`src/rtl/sprite_index_fetch.sv`:
```
`default_nettype none
// ============================================================================
//  Module      : sprite_index_fetch
//  Description : Per-pixel sprite front end. Hit-tests the beam against the
//                sprite box, forms the sprite ROM address (with animation
//                frame and horizontal flip), and returns a 3-clock pipelined
//                palette index plus an opaque flag. Index 0 is transparent.
//                Optional build macro SPRITE_ONESHOT_EN: the animation stops
//                on its last frame and raises anim_done instead of wrapping.
//  Revision    : 1.0 - initial release
// ============================================================================
module sprite_index_fetch #(
    parameter int SPR_W       = 64,
    parameter int SPR_H       = 96,
    parameter int FRAMES      = 4,
    parameter int FRAME_TICKS = 6,
    parameter int ADDR_W      = 15
) (
    input  logic              Clk,
    input  logic              Reset_n,
    input  logic              vs,
    input  logic [9:0]        DrawX,
    input  logic [9:0]        DrawY,
    input  logic [9:0]        SpriteX,
    input  logic [9:0]        SpriteY,
    input  logic              flip,
    input  logic              anim_en,
    input  logic              anim_restart,
    output logic [ADDR_W-1:0] rom_addr,
    input  logic [3:0]        rom_data,
    output logic [3:0]        pix_index,
    output logic              pix_opaque,
    output logic [1:0]        anim_frame,
    output logic              anim_done
);

    // Pixels per animation frame in ROM.
    localparam int C_FRAME_SIZE = SPR_W * SPR_H;
    // Tick counter only needs to reach FRAME_TICKS-1.
    localparam int C_TICK_W = (FRAME_TICKS > 1) ? $clog2(FRAME_TICKS) : 1;
    localparam logic [C_TICK_W-1:0] C_TICK_LAST  = C_TICK_W'(FRAME_TICKS - 1);
    localparam logic [1:0]          C_FRAME_LAST = 2'(FRAMES - 1);

`ifdef SPRITE_ONESHOT_EN
    localparam bit C_ONESHOT = 1'b1;
`else
    localparam bit C_ONESHOT = 1'b0;
`endif

    // ------------------------------------------------------------------
    // Frame-edge detection and per-frame latches
    // ------------------------------------------------------------------
    logic                r_vs_prev;
    logic                w_frame_edge;
    logic [9:0]          r_sx;
    logic [9:0]          r_sy;
    logic                r_flip;

    // Animation state
    logic [C_TICK_W-1:0] r_tick;
    logic [1:0]          r_frame;
    logic                w_advance;
    logic                w_at_last;

    // Hit test / address math
    logic [10:0]         w_x_end;
    logic [10:0]         w_y_end;
    logic                w_hit;
    logic [9:0]          w_lx;
    logic [9:0]          w_ly;
    logic [9:0]          w_lx_f;
    logic [ADDR_W-1:0]   w_addr;

    // Pipeline registers
    logic [ADDR_W-1:0]   r_rom_addr;
    logic                r_hit1;
    logic                r_hit2;
    logic [3:0]          r_pix_index;
    logic                r_pix_opaque;

    // vsync is active low: a frame starts where the registered copy is
    // still high and the live input has dropped.
    assign w_frame_edge = r_vs_prev & ~vs;

    // Register vs once for edge detection; idles high like the sync line.
    always_ff @(posedge Clk or negedge Reset_n) begin
        if (!Reset_n) begin
            r_vs_prev <= 1'b1;
        end else begin
            r_vs_prev <= vs;
        end
    end

    // Capture position and flip only at the frame boundary so the sprite
    // never tears while a frame is being scanned.
    always_ff @(posedge Clk or negedge Reset_n) begin
        if (!Reset_n) begin
            r_sx   <= '0;
            r_sy   <= '0;
            r_flip <= 1'b0;
        end else if (w_frame_edge) begin
            r_sx   <= SpriteX;
            r_sy   <= SpriteY;
            r_flip <= flip;
        end
    end

    // ------------------------------------------------------------------
    // Animation: tick counts frame edges; frame steps every FRAME_TICKS.
    // ------------------------------------------------------------------
    assign w_advance = w_frame_edge & anim_en & (r_tick == C_TICK_LAST);
    assign w_at_last = (r_frame == C_FRAME_LAST);

    // Tick/frame update; restart is honoured on any clock and beats an edge.
    always_ff @(posedge Clk or negedge Reset_n) begin
        if (!Reset_n) begin
            r_tick  <= '0;
            r_frame <= '0;
        end else if (anim_restart) begin
            r_tick  <= '0;
            r_frame <= '0;
        end else if (w_frame_edge) begin
            if (!anim_en || (r_tick == C_TICK_LAST)) begin
                r_tick <= '0;
            end else begin
                r_tick <= r_tick + C_TICK_W'(1);
            end
            if (w_advance) begin
                if (!w_at_last) begin
                    r_frame <= r_frame + 2'd1;
                end else if (!C_ONESHOT) begin
                    r_frame <= '0;
                end
            end
        end
    end

    assign anim_frame = r_frame;

`ifdef SPRITE_ONESHOT_EN
    logic r_done;

    // Sticky completion flag: set by the advance that would have wrapped.
    always_ff @(posedge Clk or negedge Reset_n) begin
        if (!Reset_n) begin
            r_done <= 1'b0;
        end else if (anim_restart) begin
            r_done <= 1'b0;
        end else if (w_advance && w_at_last) begin
            r_done <= 1'b1;
        end
    end

    assign anim_done = r_done;
`else
    assign anim_done = 1'b0;
`endif

    // ------------------------------------------------------------------
    // Stage 1 combinational: hit test and ROM address. Comparisons are done
    // in 11 bits so a sprite hanging off the right/bottom edge cannot wrap.
    // ------------------------------------------------------------------
    always_comb begin
        w_x_end = {1'b0, r_sx} + 11'(SPR_W);
        w_y_end = {1'b0, r_sy} + 11'(SPR_H);
        w_hit   = ({1'b0, DrawX} >= {1'b0, r_sx}) && ({1'b0, DrawX} < w_x_end) &&
                  ({1'b0, DrawY} >= {1'b0, r_sy}) && ({1'b0, DrawY} < w_y_end);
        w_lx    = DrawX - r_sx;
        w_ly    = DrawY - r_sy;
        w_lx_f  = r_flip ? (10'(SPR_W - 1) - w_lx) : w_lx;
        w_addr  = '0;
        if (w_hit) begin
            w_addr = ADDR_W'(r_frame) * ADDR_W'(C_FRAME_SIZE) +
                     ADDR_W'(w_ly) * ADDR_W'(SPR_W) +
                     ADDR_W'(w_lx_f);
        end
    end

    // Stage 1/2 registers: address to ROM, hit delayed alongside ROM latency.
    always_ff @(posedge Clk or negedge Reset_n) begin
        if (!Reset_n) begin
            r_rom_addr <= '0;
            r_hit1     <= 1'b0;
            r_hit2     <= 1'b0;
        end else begin
            r_rom_addr <= w_addr;
            r_hit1     <= w_hit;
            r_hit2     <= r_hit1;
        end
    end

    assign rom_addr = r_rom_addr;

    // Stage 3: mask the ROM data outside the sprite and flag opaque pixels.
    always_ff @(posedge Clk or negedge Reset_n) begin
        if (!Reset_n) begin
            r_pix_index  <= '0;
            r_pix_opaque <= 1'b0;
        end else begin
            r_pix_index  <= r_hit2 ? rom_data : 4'd0;
            r_pix_opaque <= r_hit2 && (rom_data != 4'd0);
        end
    end

    assign pix_index  = r_pix_index;
    assign pix_opaque = r_pix_opaque;

endmodule
`default_nettype wire

```
`config.mk`:
```
export PLATFORM = sky130hd
export DESIGN_NAME = sprite_index_fetch
export DESIGN_NICKNAME = d
export VERILOG_FILES = /design/src/rtl/sprite_index_fetch.sv
export SDC_FILE = /design/constraint.sdc
export NUM_CORES = 1
export LEC_CHECK = 0
export BUFFER_PORTS_ARGS = -buffer_cell sky130_fd_sc_hd__buf_2
export CORE_ASPECT_RATIO = 1.75
export CORE_MARGIN = 2
export CORE_UTILIZATION = 61
export CTS_BUF_LIST = sky130_fd_sc_hd__clkbuf_4 sky130_fd_sc_hd__clkbuf_8
export CTS_CLUSTER_DIAMETER = 40
export DETAILED_ROUTE_END_ITERATION = 8
export PLACE_DENSITY_LB_ADDON = 0.15
export RECOVER_POWER = 25
export SLEW_MARGIN = 20
export SYNTH_ARGS = -nofsm -noshare
export SYNTH_HDL_FRONTEND = slang
export SYNTH_SLANG_ARGS = --single-unit
```
`constraint.sdc`:
```
create_clock -name Clk -period 6.9 [get_ports Clk]
set_input_delay 0.345 -clock Clk [delete_from_list [all_inputs] [get_ports Clk]]
set_output_delay 0.345 -clock Clk [all_outputs]
set_load 0.01 [all_outputs]
```
==> summary.txt <==
Placement
  • Number of port buffers: between 70 and 80
  • Instance count after placement with tap cells included: 482
  • Final weighted congestion in routability-driven placement: 0.950
  • HPWL after detailed placement: 5.34 mm

Critical path
  • Crit Path Max Fanout: 3
  • Crit path cell chain: inv_1 > ha_1 > nor2b_1 > o21ai_0 > o221ai_1 > o31ai_1 > xnor2_1 > inv_1 > ha_1 > nand2b_1 > xnor2_1 > xnor2_1 > ha_1 > a21oi_1 > nor2b_1 > o21ai_0 > o21ai_0 > xnor2_1 > nor2_1
  • Crit end category: flop
  • Required time of the worst setup path: roughly 7100 ps
  • Critical Path Most Common Cell: xnor2_1
  • Path type of the worst setup path: reg2reg
  • Critical path startpoint category: flop
  • Slowest CP cell: dfrtp_1
  • Crit path largest cell delay: 380 ps
  • Worst EP arrival: 4200 ps

Logic synthesis
  • Ys async rst share: 100%
  • Post-synthesis cell count: 366
  • Count of unique library cells instantiated by Yosys: 44
  • Predominant post-synthesis flop cell: dfrtp_1
  • Yosys synthesis warning count: 0
  • Synth Net Count: 462
  • Post-Syn Area: 0.00333 sq mm
  • Number of synthesized register bits: 49
  • Avg Cell Area, Syn: 9.09 sq um
  • Proportion of synthesized chip area in sequential cells: a little under two fifths
  • Number of enable-type register cells in the synthesized netlist: 0

Final layout
  • Fillers: 436
  • Total number of nets in the final design: 530
  • Multi-input combinational cell area: 0.00190 sq mm
  • Fraction of final layout cells with drive strength greater than 1: 19.3%
  • Growth of design area from synthesis to finish: 14.3%
  • Antenna diodes: 0
  • Number of cells in the finished layout apart from fillers: 490
  • Footprint of the flip-flops and latches: 0.00123 sq mm

CTS
  • Deepest clock path buffer count: 2
  • Number of H-tree levels: 2
  • CTS tree: done
  • Clock insertion delay at the later pin of the skew report: approximately 310 ps
  • Count of clock tree sinks: 49
  • Number of buffers added by the clock tree synthesis step: 5
  • Post-CTS resize count: 0
  • Number of buffers added to fix hold violations after cts: 0
  • Total setup buffers inserted after CTS: 0
  • Clock-pin slew on the worst setup and hold paths: ~100 ps
  • Clock tree root driver cell: clkbuf_8

Route
  • Average wire per cell in the routed design: 13.6 microns
  • Routed via count divided by cell count: between 5 and 6
  • Detailed Routing Iterations Pass 1: 4
  • Drt first-iter violations: 101
  • Total wire length after detailed routing: 6.65 mm
  • Antenna-violating nets left: 0
  • Total DRC errors in the routed layout: 0
  • Via total after detailed routing: roughly 2700

Outcome
  • Failing checks: max-capacitance violations, max-slew violations
  • Outcome: complete, but fails checks

Run
  • Max_cap viols: 1

Die
  • Cell row count: 35
  • Placeable core region: 0.00526 sq mm
  • Die outline area: 0.00608 sq mm
  • Vertical die dimension: a little over 100 microns
  • X dimension of the die: 59.8 microns
  • Count of boundary I/O pins: 73
  • Initial Util: 63.3%

Global routing
  • Overflow left after global routing: 0
  • Tot GR Track Use: 23.8%
  • Wire length of the first global-routing pass: 11.1 mm
  • Pin count of the biggest net entering global routing: 50
  • Number of antenna violations at the first check in global routing: 0
  • Via count of the first global-routing pass: 2632

STA
  • Number of endpoints failing setup at the final stage: 0
  • Total Neg Setup Slack: 0 ps
  • Worst slew margin relative to its limit: -66.1%
  • Achievable Freq: 249 MHz
  • Final worst-path cycle share: 58.1%
  • Worst Skew: 7.84 ps
  • Transition time of the tightest slew-check pin: 2490 ps
  • Final min period: 4010 ps
  • Final Hold Vio Count: 0
  • Max-slew violation count: 50
  • RSZ-0062 raised after global routing: no

Power and ir drop
  • Pwr Total: 930 uW
  • Max IR drop VDD: between 0.00015 and 0.0002 V
  • Cell leakage power: around 2 nW
  • Pwr/cell area: 245 mW/mm^2

Hold path
  • Tightest Hold Check Type: in2reg
-- layout make-up --
class / instances / area share [%]
multi-input cells: 268 / 50.1
flip-flops and latches: 49 / 32.3
clock buffers: 5 / 1.81
clock inverters: 3 / 0.757
repair buffers: 72 / 9.48
well taps: 55 / 1.81
inverters: 38 / 3.75
-- sequential cells by signal, summed over array words and instances, names as in the netlist --
signal	count
r_sy	10
r_sx	10
r_vs_prev	1
pix_index	4
rom_addr	15
anim_frame	2
pix_opaque	1
r_hit2	1
r_hit1	1
r_flip	1
r_tick	3
-- per-layer routing --
layer / track usage [%] / routed length (microns) / vias up
met4: 12.6 / 279 / 0
met3: 3.45 / 264 / 20
met5: 0 / 0 / -
met1: 25.0 / 2460 / 1269
met2: 43.6 / 3650 / 77
li1: - / - / 1361
-- cells in the final DEF (no fill, tap or decap), types with 2 or more instances in the layout --
cell type | netlist | routed
buf_2 | 1 | 69
ha_1 | 43 | 43
o41a_1 | 2 | 2
a21o_1 | 10 | 10
nor3_1 | 7 | 7
nand2_1 | 36 | 36
xnor2_1 | 22 | 22
nand2b_1 | 5 | 5
nand3_1 | 7 | 7
dfrtp_1 | 48 | 48
o21a_1 | 2 | 2
inv_1 | 38 | 38
a21oi_1 | 24 | 24
xor2_1 | 11 | 11
or2_2 | 2 | 2
fa_1 | 3 | 3
o21ai_0 | 28 | 28
nor2_1 | 30 | 30
clkbuf_8 | 0 | 5
and2_1 | 4 | 4
a211oi_1 | 2 | 2
nand4_1 | 4 | 4
clkbuf_1 | 7 | 2
o31a_1 | 2 | 2
nand4b_1 | 3 | 3
nor2b_1 | 6 | 5
-- logic make-up (layout without fill, tap and decap cells) --
| group | Yosys count | after routing | synth area share, % |
|---|---|---|---|
| other cells | 1 | 1 | 0.113 |
| buf+inv | 49 | 118 | 5.91 |
| fa+ha+maj | 46 | 46 | 18.0 |
| flops | 49 | 49 | 36.9 |
| compound gates | 79 | 79 | 14.3 |
| simple gates | 108 | 108 | 15.4 |
| xor+xnor | 34 | 34 | 9.37 |
-- worst max-delay path, delay by kind of cell, from the launching register on --
family          cells  cell delay (ps)
compound gates      6             1460
xor+xnor            4              730
fa+ha+maj           3              710
simple gates        4              410
flops               1              380
buf+inv             2              200
-- Yosys cell counts, types with 2 or more instances --
cell type  instances  area (sq um)
xnor2_1           22           193
clkbuf_1           7          26.3
inv_1             38           143
nand4b_1           3          26.3
dfrtp_1           48          1200
and2_1             4          25.0
nor3_1             7          35.0
o41a_1             2          22.5
ha_1              43           538
or2_2              2          12.5
nand4_1            4          25.0
o21a_1             2          15.0
o21ai_0           28           140
nand2b_1           5          31.3
o31a_1             2          17.5
nand3_1            7          35.0
fa_1               3          60.1
a211oi_1           2          15.0
nor2b_1            6          37.5
nor2_1            30           113
a21oi_1           24           120
xor2_1            11          96.3
nand2_1           36           135
a21o_1            10          75.1
-- final timing paths --
path	start	to	slack, ps	cells after the start
worst max-delay path	r_sx[1]$_DFFE_PN0P_	rom_addr[13]$_DFF_PN0_	2890	19
worst min-delay path	vs	r_vs_prev$_DFF_PN1_	140	1
worst max register to register	r_sx[1]$_DFFE_PN0P_	rom_addr[13]$_DFF_PN0_	2890	19
worst min register to register	r_hit1$_DFF_PN0_	r_hit2$_DFF_PN0_	360	0
max in group asynchronous	Reset_n	r_sy[9]$_DFFE_PN0P_	4710	1
min in group asynchronous	Reset_n	rom_addr[6]$_DFF_PN0_	790	1
-- per-stage QoR --
stage               hold slack [ps]  setup slack (ps)  util, %  instance area, sq um
finish                          135              2890     72.3                  3800
global route                    130              2410     72.3                  3800
CTS                             135              2890     72.4                  3800
detailed placement              344              2900     70.5                  3710
global placement                336              3100     70.5                  3710
floorplan                      49.4              3420        -                  3330
-- report_power, final --
group	leakage [nW]	internal (mW)	switching (mW)
registers	0.643	0.315	0.0146
clock network	0.0506	0.0759	0.108
logic	1.32	0.189	0.228
Power figures use the tool's default switching activity.
